File: config.mk
export PLATFORM = sky130hd
export DESIGN_NAME = instr_fetch_unit
export DESIGN_NICKNAME = d
export VERILOG_FILES = /design/src/rtl/instr_fetch_unit.sv
export SDC_FILE = /design/constraint.sdc
export NUM_CORES = 1
export LEC_CHECK = 0
export CAP_MARGIN = 20
export CORE_MARGIN = 4
export CORE_UTILIZATION = 50
export DETAILED_ROUTE_END_ITERATION = 12
export PLACE_DENSITY = 0.84
export SKIP_CTS_REPAIR_TIMING = 1
export SYNTH_ARGS = -nofsm -noshare
export SYNTH_HDL_FRONTEND = slang
export SYNTH_SLANG_ARGS = --single-unit
File: constraint.sdc
create_clock -name clk -period 3.29 [get_ports clk]
set_clock_uncertainty 0.15 [all_clocks]
set_input_delay 0.658 -clock clk [delete_from_list [all_inputs] [get_ports clk]]
set_output_delay 0.658 -clock clk [all_outputs]
set_load 0.03 [all_outputs]
File: src/rtl/instr_fetch_unit.sv
`default_nettype none
// ============================================================================
// Module      : instr_fetch_unit
// Description : Fetch/sequencer stage in front of a combinational program
//               memory. Owns the PC, assembles one- and two-byte
//               instructions, hands them to execute over valid/ready and
//               waits for execute's done/branch result before refetching.
//
// Ports       : clk            - system clock, rising edge
//               rst_n          - synchronous active-low reset
//               start          - leave IDLE and begin fetching at RESET_PC
//               pm_addr        - program memory address (always the PC)
//               pm_data        - combinational program memory read data
//               instr_valid    - decoded instruction fields valid
//               instr_ready    - execute accepts when valid & ready
//               instr_op       - opcode, byte[7:4]
//               instr_reg      - register/operand field, byte[3:0]
//               instr_imm      - second byte of two-byte ops, else 0
//               exec_done      - execute finished the accepted instruction
//               branch_taken   - with exec_done: redirect PC
//               branch_target  - new PC when branch_taken
//               halted         - HALT opcode fetched (sticky until reset)
//               busy           - high outside IDLE and HALTED
//
// Revision    : 1.0 - initial release
// ============================================================================
module instr_fetch_unit #(
    parameter int ADDR_W   = 5,
    parameter int DATA_W   = 8,
    parameter int RESET_PC = 0
) (
    input  logic              clk,
    input  logic              rst_n,
    input  logic              start,
    output logic [ADDR_W-1:0] pm_addr,
    input  logic [DATA_W-1:0] pm_data,
    output logic              instr_valid,
    input  logic              instr_ready,
    output logic [3:0]        instr_op,
    output logic [3:0]        instr_reg,
    output logic [DATA_W-1:0] instr_imm,
    input  logic              exec_done,
    input  logic              branch_taken,
    input  logic [ADDR_W-1:0] branch_target,
    output logic              halted,
    output logic              busy
);

    localparam logic [2:0] c_S_IDLE      = 3'd0;
    localparam logic [2:0] c_S_FETCH_OP  = 3'd1;
    localparam logic [2:0] c_S_FETCH_IMM = 3'd2;
    localparam logic [2:0] c_S_ISSUE     = 3'd3;
    localparam logic [2:0] c_S_WAIT_DONE = 3'd4;
    localparam logic [2:0] c_S_HALTED    = 3'd5;

    localparam logic [3:0] c_OP_LDI  = 4'b0010;
    localparam logic [3:0] c_OP_JZ   = 4'b1101;
    localparam logic [3:0] c_OP_HALT = 4'b1111;

    localparam logic [ADDR_W-1:0] c_RESET_PC = ADDR_W'(RESET_PC);

    logic [2:0]        r_state;
    logic [ADDR_W-1:0] r_pc;
    logic              r_instr_valid;
    logic [3:0]        r_instr_op;
    logic [3:0]        r_instr_reg;
    logic [DATA_W-1:0] r_instr_imm;
    logic              r_halted;
    logic              r_busy;

    logic [3:0]        w_op;
    logic [3:0]        w_reg;
    logic [ADDR_W-1:0] w_pc_inc;

    assign w_op     = pm_data[DATA_W-1 -: 4];
    assign w_reg    = pm_data[3:0];
    // Increment wraps naturally at 2^ADDR_W; the carry is discarded.
    assign w_pc_inc = r_pc + ADDR_W'(1);

    always_ff @(posedge clk) begin
        if (!rst_n) begin
            r_state       <= c_S_IDLE;
            r_pc          <= c_RESET_PC;
            r_instr_valid <= 1'b0;
            r_instr_op    <= '0;
            r_instr_reg   <= '0;
            r_instr_imm   <= '0;
            r_halted      <= 1'b0;
            r_busy        <= 1'b0;
        end else begin
            case (r_state)
                c_S_IDLE: begin
                    if (start) begin
                        r_pc    <= c_RESET_PC;
                        r_state <= c_S_FETCH_OP;
                        r_busy  <= 1'b1;
                    end
                end
                c_S_FETCH_OP: begin
                    r_instr_op  <= w_op;
                    r_instr_reg <= w_reg;
                    r_instr_imm <= '0;
                    r_pc        <= w_pc_inc;
                    if (w_op == c_OP_HALT) begin
                        r_state  <= c_S_HALTED;
                        r_halted <= 1'b1;
                        r_busy   <= 1'b0;
                    end else if (w_op == c_OP_LDI || w_op == c_OP_JZ) begin
                        r_state <= c_S_FETCH_IMM;
                    end else begin
                        r_state       <= c_S_ISSUE;
                        r_instr_valid <= 1'b1;
                    end
                end
                c_S_FETCH_IMM: begin
                    r_instr_imm   <= pm_data;
                    r_pc          <= w_pc_inc;
                    r_state       <= c_S_ISSUE;
                    r_instr_valid <= 1'b1;
                end
                c_S_ISSUE: begin
                    // Valid is a pure register; fields hold until accepted.
                    if (instr_ready) begin
                        r_instr_valid <= 1'b0;
                        r_state       <= c_S_WAIT_DONE;
                    end
                end
                c_S_WAIT_DONE: begin
                    // PC already points past the instruction; only a taken
                    // branch overrides it.
                    if (exec_done) begin
                        if (branch_taken) begin
                            r_pc <= branch_target;
                        end
                        r_state <= c_S_FETCH_OP;
                    end
                end
                c_S_HALTED: begin
                    r_state <= c_S_HALTED;
                end
                default: begin
                    r_state       <= c_S_IDLE;
                    r_instr_valid <= 1'b0;
                    r_busy        <= 1'b0;
                end
            endcase
        end
    end

    assign pm_addr     = r_pc;
    assign instr_valid = r_instr_valid;
    assign instr_op    = r_instr_op;
    assign instr_reg   = r_instr_reg;
    assign instr_imm   = r_instr_imm;
    assign halted      = r_halted;
    assign busy        = r_busy;

endmodule
`default_nettype wire

# Yosys cells after proc, flatten, opt, wreduce, memory -nomap -nowiden
# Index checks and enable logic that the tools add are counted.
[classes]
addsub = 1
mul = 0
div_mod_pow = 0
magnitude_cmp = 0
eq_ne = 15
shift = 0
n_mux = 18
n_bitwise = 2
n_reduce_logical = 12
[op_table]
columns = ["cell", "n"]
rows = [
  ["3-bit case mux with 6 select lines", 1],
  ["8-bit case mux with 2 select lines", 1],
  ["5-bit two-way mux", 3],
  ["5-bit case mux with 3 select lines", 1],
  ["2-bit inequality test, second input constant", 7],
  ["3-bit two-way mux", 4],
  ["4-bit equality test, second input constant", 2],
  ["4-bit AND reduction", 2],
  ["3-bit by 2-bit equality test with 1-bit output, second input constant", 2],
  ["3-bit equality test, second input constant", 2],
  ["1-bit two-way mux", 6],
  ["3-bit AND reduction", 2],
  ["5-bit by 1-bit adder with 5-bit output, second input constant", 1],
  ["4-bit by 2-bit equality test with 1-bit output, second input constant", 1],
  ["1-bit case mux with 4 select lines", 1],
  ["4-bit OR reduction", 1],
  ["3-bit by 1-bit equality test with 1-bit output, second input constant", 1],
  ["3-bit zero test", 1],
  ["1-bit case mux with 3 select lines", 1],
  ["3-bit nonzero test", 1],
  ["3-bit OR reduction", 1],
  ["1-bit NOT", 2],
  ["2-bit AND reduction", 1],
  ["2-bit nonzero test", 1],
  ["2 further kinds", 2],
]
[totals]
reg_bits = 27
latch_bits = 0
mem_bits_rw = 0
rom_bits = 0
input_bits = 19
output_inout_bits = 24
word_cells = 56
n_memories = 0

# Logic depth before layout (Yosys ltp)
[depth]
word_depth = 5
mapped_depth = 6
mapped_depth_nobuf = 5

# Least setup slack after synthesis
# Ideal clock, no wire load.
[synth_timing]
kind = "input -> register"
start = "in pm_data[7]"
end = "reg r_state[0]"
setup_ns = 0.124
arrival_time_ns = 1.427
required_time_ns = 3.016
setup_slack_ns = 1.589
path_stages = 4
path_buffers = 0
cell_sequence = "nor4b_1 -> a211oi_1 -> a211oi_1 -> o22ai_1"
[synth_via]
elab_chain_len = 5
word_cells_on_any_way = 7
classes_between = "eq/ne: 3; mux: 3; reduce/logical: 1"
[synth_lines]
columns = ["item", "line", "source"]
rows = [
  ["start, declared", "36", "input logic [DATA_W-1:0] pm_data,"],
  ["4-bit by 2-bit equality test with 1-bit output or 4-bit equality test (tied branches)", "108", "end else if (w_op == c_OP_LDI || w_op == c_OP_JZ) begin"],
  ["1-bit logical OR", "108", ""],
  ["1-bit two-way mux", "108", ""],
  ["3-bit two-way mux (*)", "104", "if (w_op == c_OP_HALT) begin"],
  ["3-bit case mux with 6 select lines (*)", "91", "case (r_state)"],
  ["end signal, assigned", "105", "r_state <= c_S_HALTED;"],
  ["end signal, assigned", "109", "r_state <= c_S_FETCH_IMM;"],
  ["end signal, assigned", "111", "r_state <= c_S_ISSUE;"],
  ["end, declared", "62", "logic [2:0] r_state;"],
]
# Mark *: on every way between the ends. The rest lies on a longest branch, timed or not.
# A chain may end at the register's enable or synchronous reset.

# Worst setup path after layout
[layout_timing]
start = "reg r_pc[0], in the netlist pm_addr[0]"
end = "out pm_addr[0]"
[layout_lines]
columns = ["item", "line", "source"]
rows = [
  ["start, declared", "63", "logic [ADDR_W-1:0] r_pc;"],
  ["start signal, assigned", "83", "r_pc <= c_RESET_PC;"],
  ["start signal, assigned", "94", "r_pc <= c_RESET_PC;"],
  ["start signal, assigned", "103", "r_pc <= w_pc_inc;"],
  ["end, declared", "35", "output logic [ADDR_W-1:0] pm_addr,"],
]
# No word-level cell between the ends.

==> flow_summary.toml <==
[sta]
setup_viol = 0
hold_violations = 0
slew_headroom_pct = 52.8
fin_hold_ws_ps = 325
worst_pin_slew_ps = 706
fmax_ghz = 0.439
period_minus_slack_ps = 2280
drv_slew = 0
setup-tns-final_ps = 0
rsz0062_at_grt = "false"
fin_crit_sh_pct = 69.2

[worst_setup_path]
start_kind = "flop"
crit_path_max_incr_delay_ps = 700
crit_required_ps = 2480
endpoint = "pm_addr[0]"
crit_fanout = 5
worstPathCellList = "clkdlybuf4s50_1"
r2r_slack_ps = 1210
worst_path_dominant_cell_family = "buffers and inverters"
startpoint = "pm_addr[0]$_SDFFE_PN0P_"
arrival_ps = 1470
cp_num_cells = 1
end_kind = "primary output"
rr_worst_depth = 4
rr_endpoint = "instr_imm[0]$_SDFFE_PN0P_"
crit_type = "flop to primary output"
cp_slowest_cell = "clkdlybuf4s50_1"
r2r_start = "r_state[1]$_SDFFE_PN0P_"
critical_path.n_buffers_inverters = 1

[yosys]
synth_fp_nets = 189
ys_ff_latch = 27
ys_warn_count = 0
synthArstFlopShare_pct = 0
synth_cell_types = 44
yosysTopAreaCell = "dfxtp_1"
netlist.area_leader.share_pct = 37.8
yosys.cell_count.top_type = "dfxtp_1"
synthTopCellsByCount = "dfxtp_1 (27), nand2_1 (23), nor2_1 (9), nor2b_1 (9), a21boi_0 (8)"
synthCells = 168
syn_area_per_cell_um2 = 8.51
yosys-top-cells-area = "dfxtp_1 (38%), nand2_1 (6.0%), a21boi_0 (4.2%)"
syn_area_um2 = 1430
synth_edf_count = 0
ys_seq_area_share_pct = 37.8
ys.flop_type = "dfxtp_1"

[routing]
routed_wl_mm = 3.69
drc = 0
dr.pass1.iters = 4
avgRoutedWirePerCell_um = 15.7
vias = 1408
postRouteAntennaNets = 0
vias_per_cell = 5.99
drtIter0Drc = 60

[clock_network]
clkLatencyLatePin_ps = 330
root_buffer = "clkbuf_4"
htree_levels = 1
numCtsBuffers = 3
tritoncts = "done"
clockBufferDepth = 2
numClockSinks = 27
cts.clk_slew.worst_paths_ps = 150

[power]
sw_frac_of_total_pct = 38.8
clkPwrFrac_pct = 15.6
p_sw_w = 0.000367
ir_worst_vdd_mv = 0.420
p_total_w = 0.000947
internal_power_w = 0.000580
cellPowerDensity_nw_per_um2 = 505
p_leak_nw = 0.660
p_seq_share_pct = 42.5
combPwrFrac_pct = 41.9

[global_route]
grt_pass1_wl_mm = 5.98
grt_max_degree = 32
grt_usage_pct = 20.8
antenna_found_initial = 0
grt-ovfl-total = 0
grt_pass1_vias = 1358

[place]
port_buffers = 42
postPlaceCellArea_um2 = 1850
hpwl_mm = 2.71
gp_congestion = 0.829

[floorplanning]
num_rows = 19
fp.dieH_um = 61.5
core-area_um2 = 2730
die_area_um2 = 3780
io_pins = 43
die_x_um = 61.5
start_util_pct = 52.3

[layout]
final_area_um2 = 1870
areaGrowthSynthToFinish_pct = 31.2
antenna_cells = 0
nNetsFinal = 226
drive_above_1_share_pct = 4.41
n_fill_cell = 223
largest_register_ffs = 8

[flow_run]
maxCapViolCount = 0

[outcome]
status = "finished clean"

[hold_path]
hold_class = "flop to flop"
## worst min-delay path by stage
stage                                    startpoint                   endpoint  slack [ps]  cells past startpoint
final                     instr_reg[2]$_SDFFE_PN0N_  instr_reg[2]$_SDFFE_PN0N_         330                      2
after global routing      instr_reg[2]$_SDFFE_PN0N_  instr_reg[2]$_SDFFE_PN0N_         360                      2
after CTS                 instr_reg[2]$_SDFFE_PN0N_  instr_reg[2]$_SDFFE_PN0N_         330                      2
after detailed placement  instr_reg[2]$_SDFFE_PN0N_  instr_reg[2]$_SDFFE_PN0N_         310                      2
after global placement          halted$_SDFFE_PN0P_        halted$_SDFFE_PN0P_         300                      1
after floorplan            instr_valid$_SDFFE_PN0P_   instr_valid$_SDFFE_PN0P_         430                      2
## placed cells by master (no fill, tap or decap), types with 2 or more instances in the layout
cell and count:
clkdlybuf4s50_1 42, dfxtp_1 27, nand2_1 23, nor2_1 9, nor2b_1 9, a21boi_0 8
a22oi_1 7, a21oi_1 6, a22o_1 6, nand2b_1 5, o21a_1 4, a2bb2oi_1 4
o22ai_1 3, o31ai_1 3, nor3b_1 3, nand3b_1 3, clkbuf_4 3, buf_4 3
and2_1 2, nand3_1 2, a32oi_1 2, nor4b_1 2, inv_1 2, a32o_1 2
o21ai_0 2, a211oi_1 2, ha_1 2
## worst min-delay path, stage by stage (launching register included)
cell and delay (ps):
dfxtp_1 340, nand2_1 40, a21boi_0 70
## power groups by stage
| stage | combinational [W] | clock [W] | sequential, W |
|---|---|---|---|
| finish | 0.000397 | 0.000148 | 0.000403 |
| global placement | 0.000383 | 0 | 0.000408 |
| floorplan | 0.000219 | 0 | 0.000456 |
| CTS | 0.000396 | 0.000152 | 0.000403 |
| detailed placement | 0.000393 | 0 | 0.000410 |
| global route | 0.000433 | 0.000167 | 0.000409 |
## routing by layer
layer	GRT usage, %	vias to the layer above	part of all wire [%]
li1	-	686	-
met1	26.1	660	41
met2	36.3	58	51
met3	2.94	4	6.3
met4	7.58	0	1.4
met5	0	-	0
## stage by stage
| step | setup WS [ps] | instances | utilization, % |
|---|---|---|---|
| after floorplan | 1590 | 168 | - |
| after global placement | 994 | 231 | 67.6 |
| after detailed placement | 936 | 231 | 67.6 |
| after CTS | 997 | 235 | 68.6 |
| after global routing | 941 | 235 | 68.6 |
| final | 1010 | 235 | 68.6 |
## area by class of cell
type	instances	area (µm²)	share of cell area [%]
inverters	2	7.51	0.401
multi-input cells	126	817	43.6
clock buffers	3	22.5	1.20
repair buffers	45	443	23.6
well taps	31	38.8	2.07
flip-flops and latches	27	541	28.8
clock inverters	1	5.00	0.267
## cell families after synthesis
kind of cell	share of synthesized area, %
xor gates and xnor gates	0.613
muxes	0.701
and+or+nand+nor	24.1
buffers and inverters	4.99
adders and majority gates	1.75
DFF	37.8
AOI/OAI and AO/OA	30.0
Power figures use the tool's default switching activity.
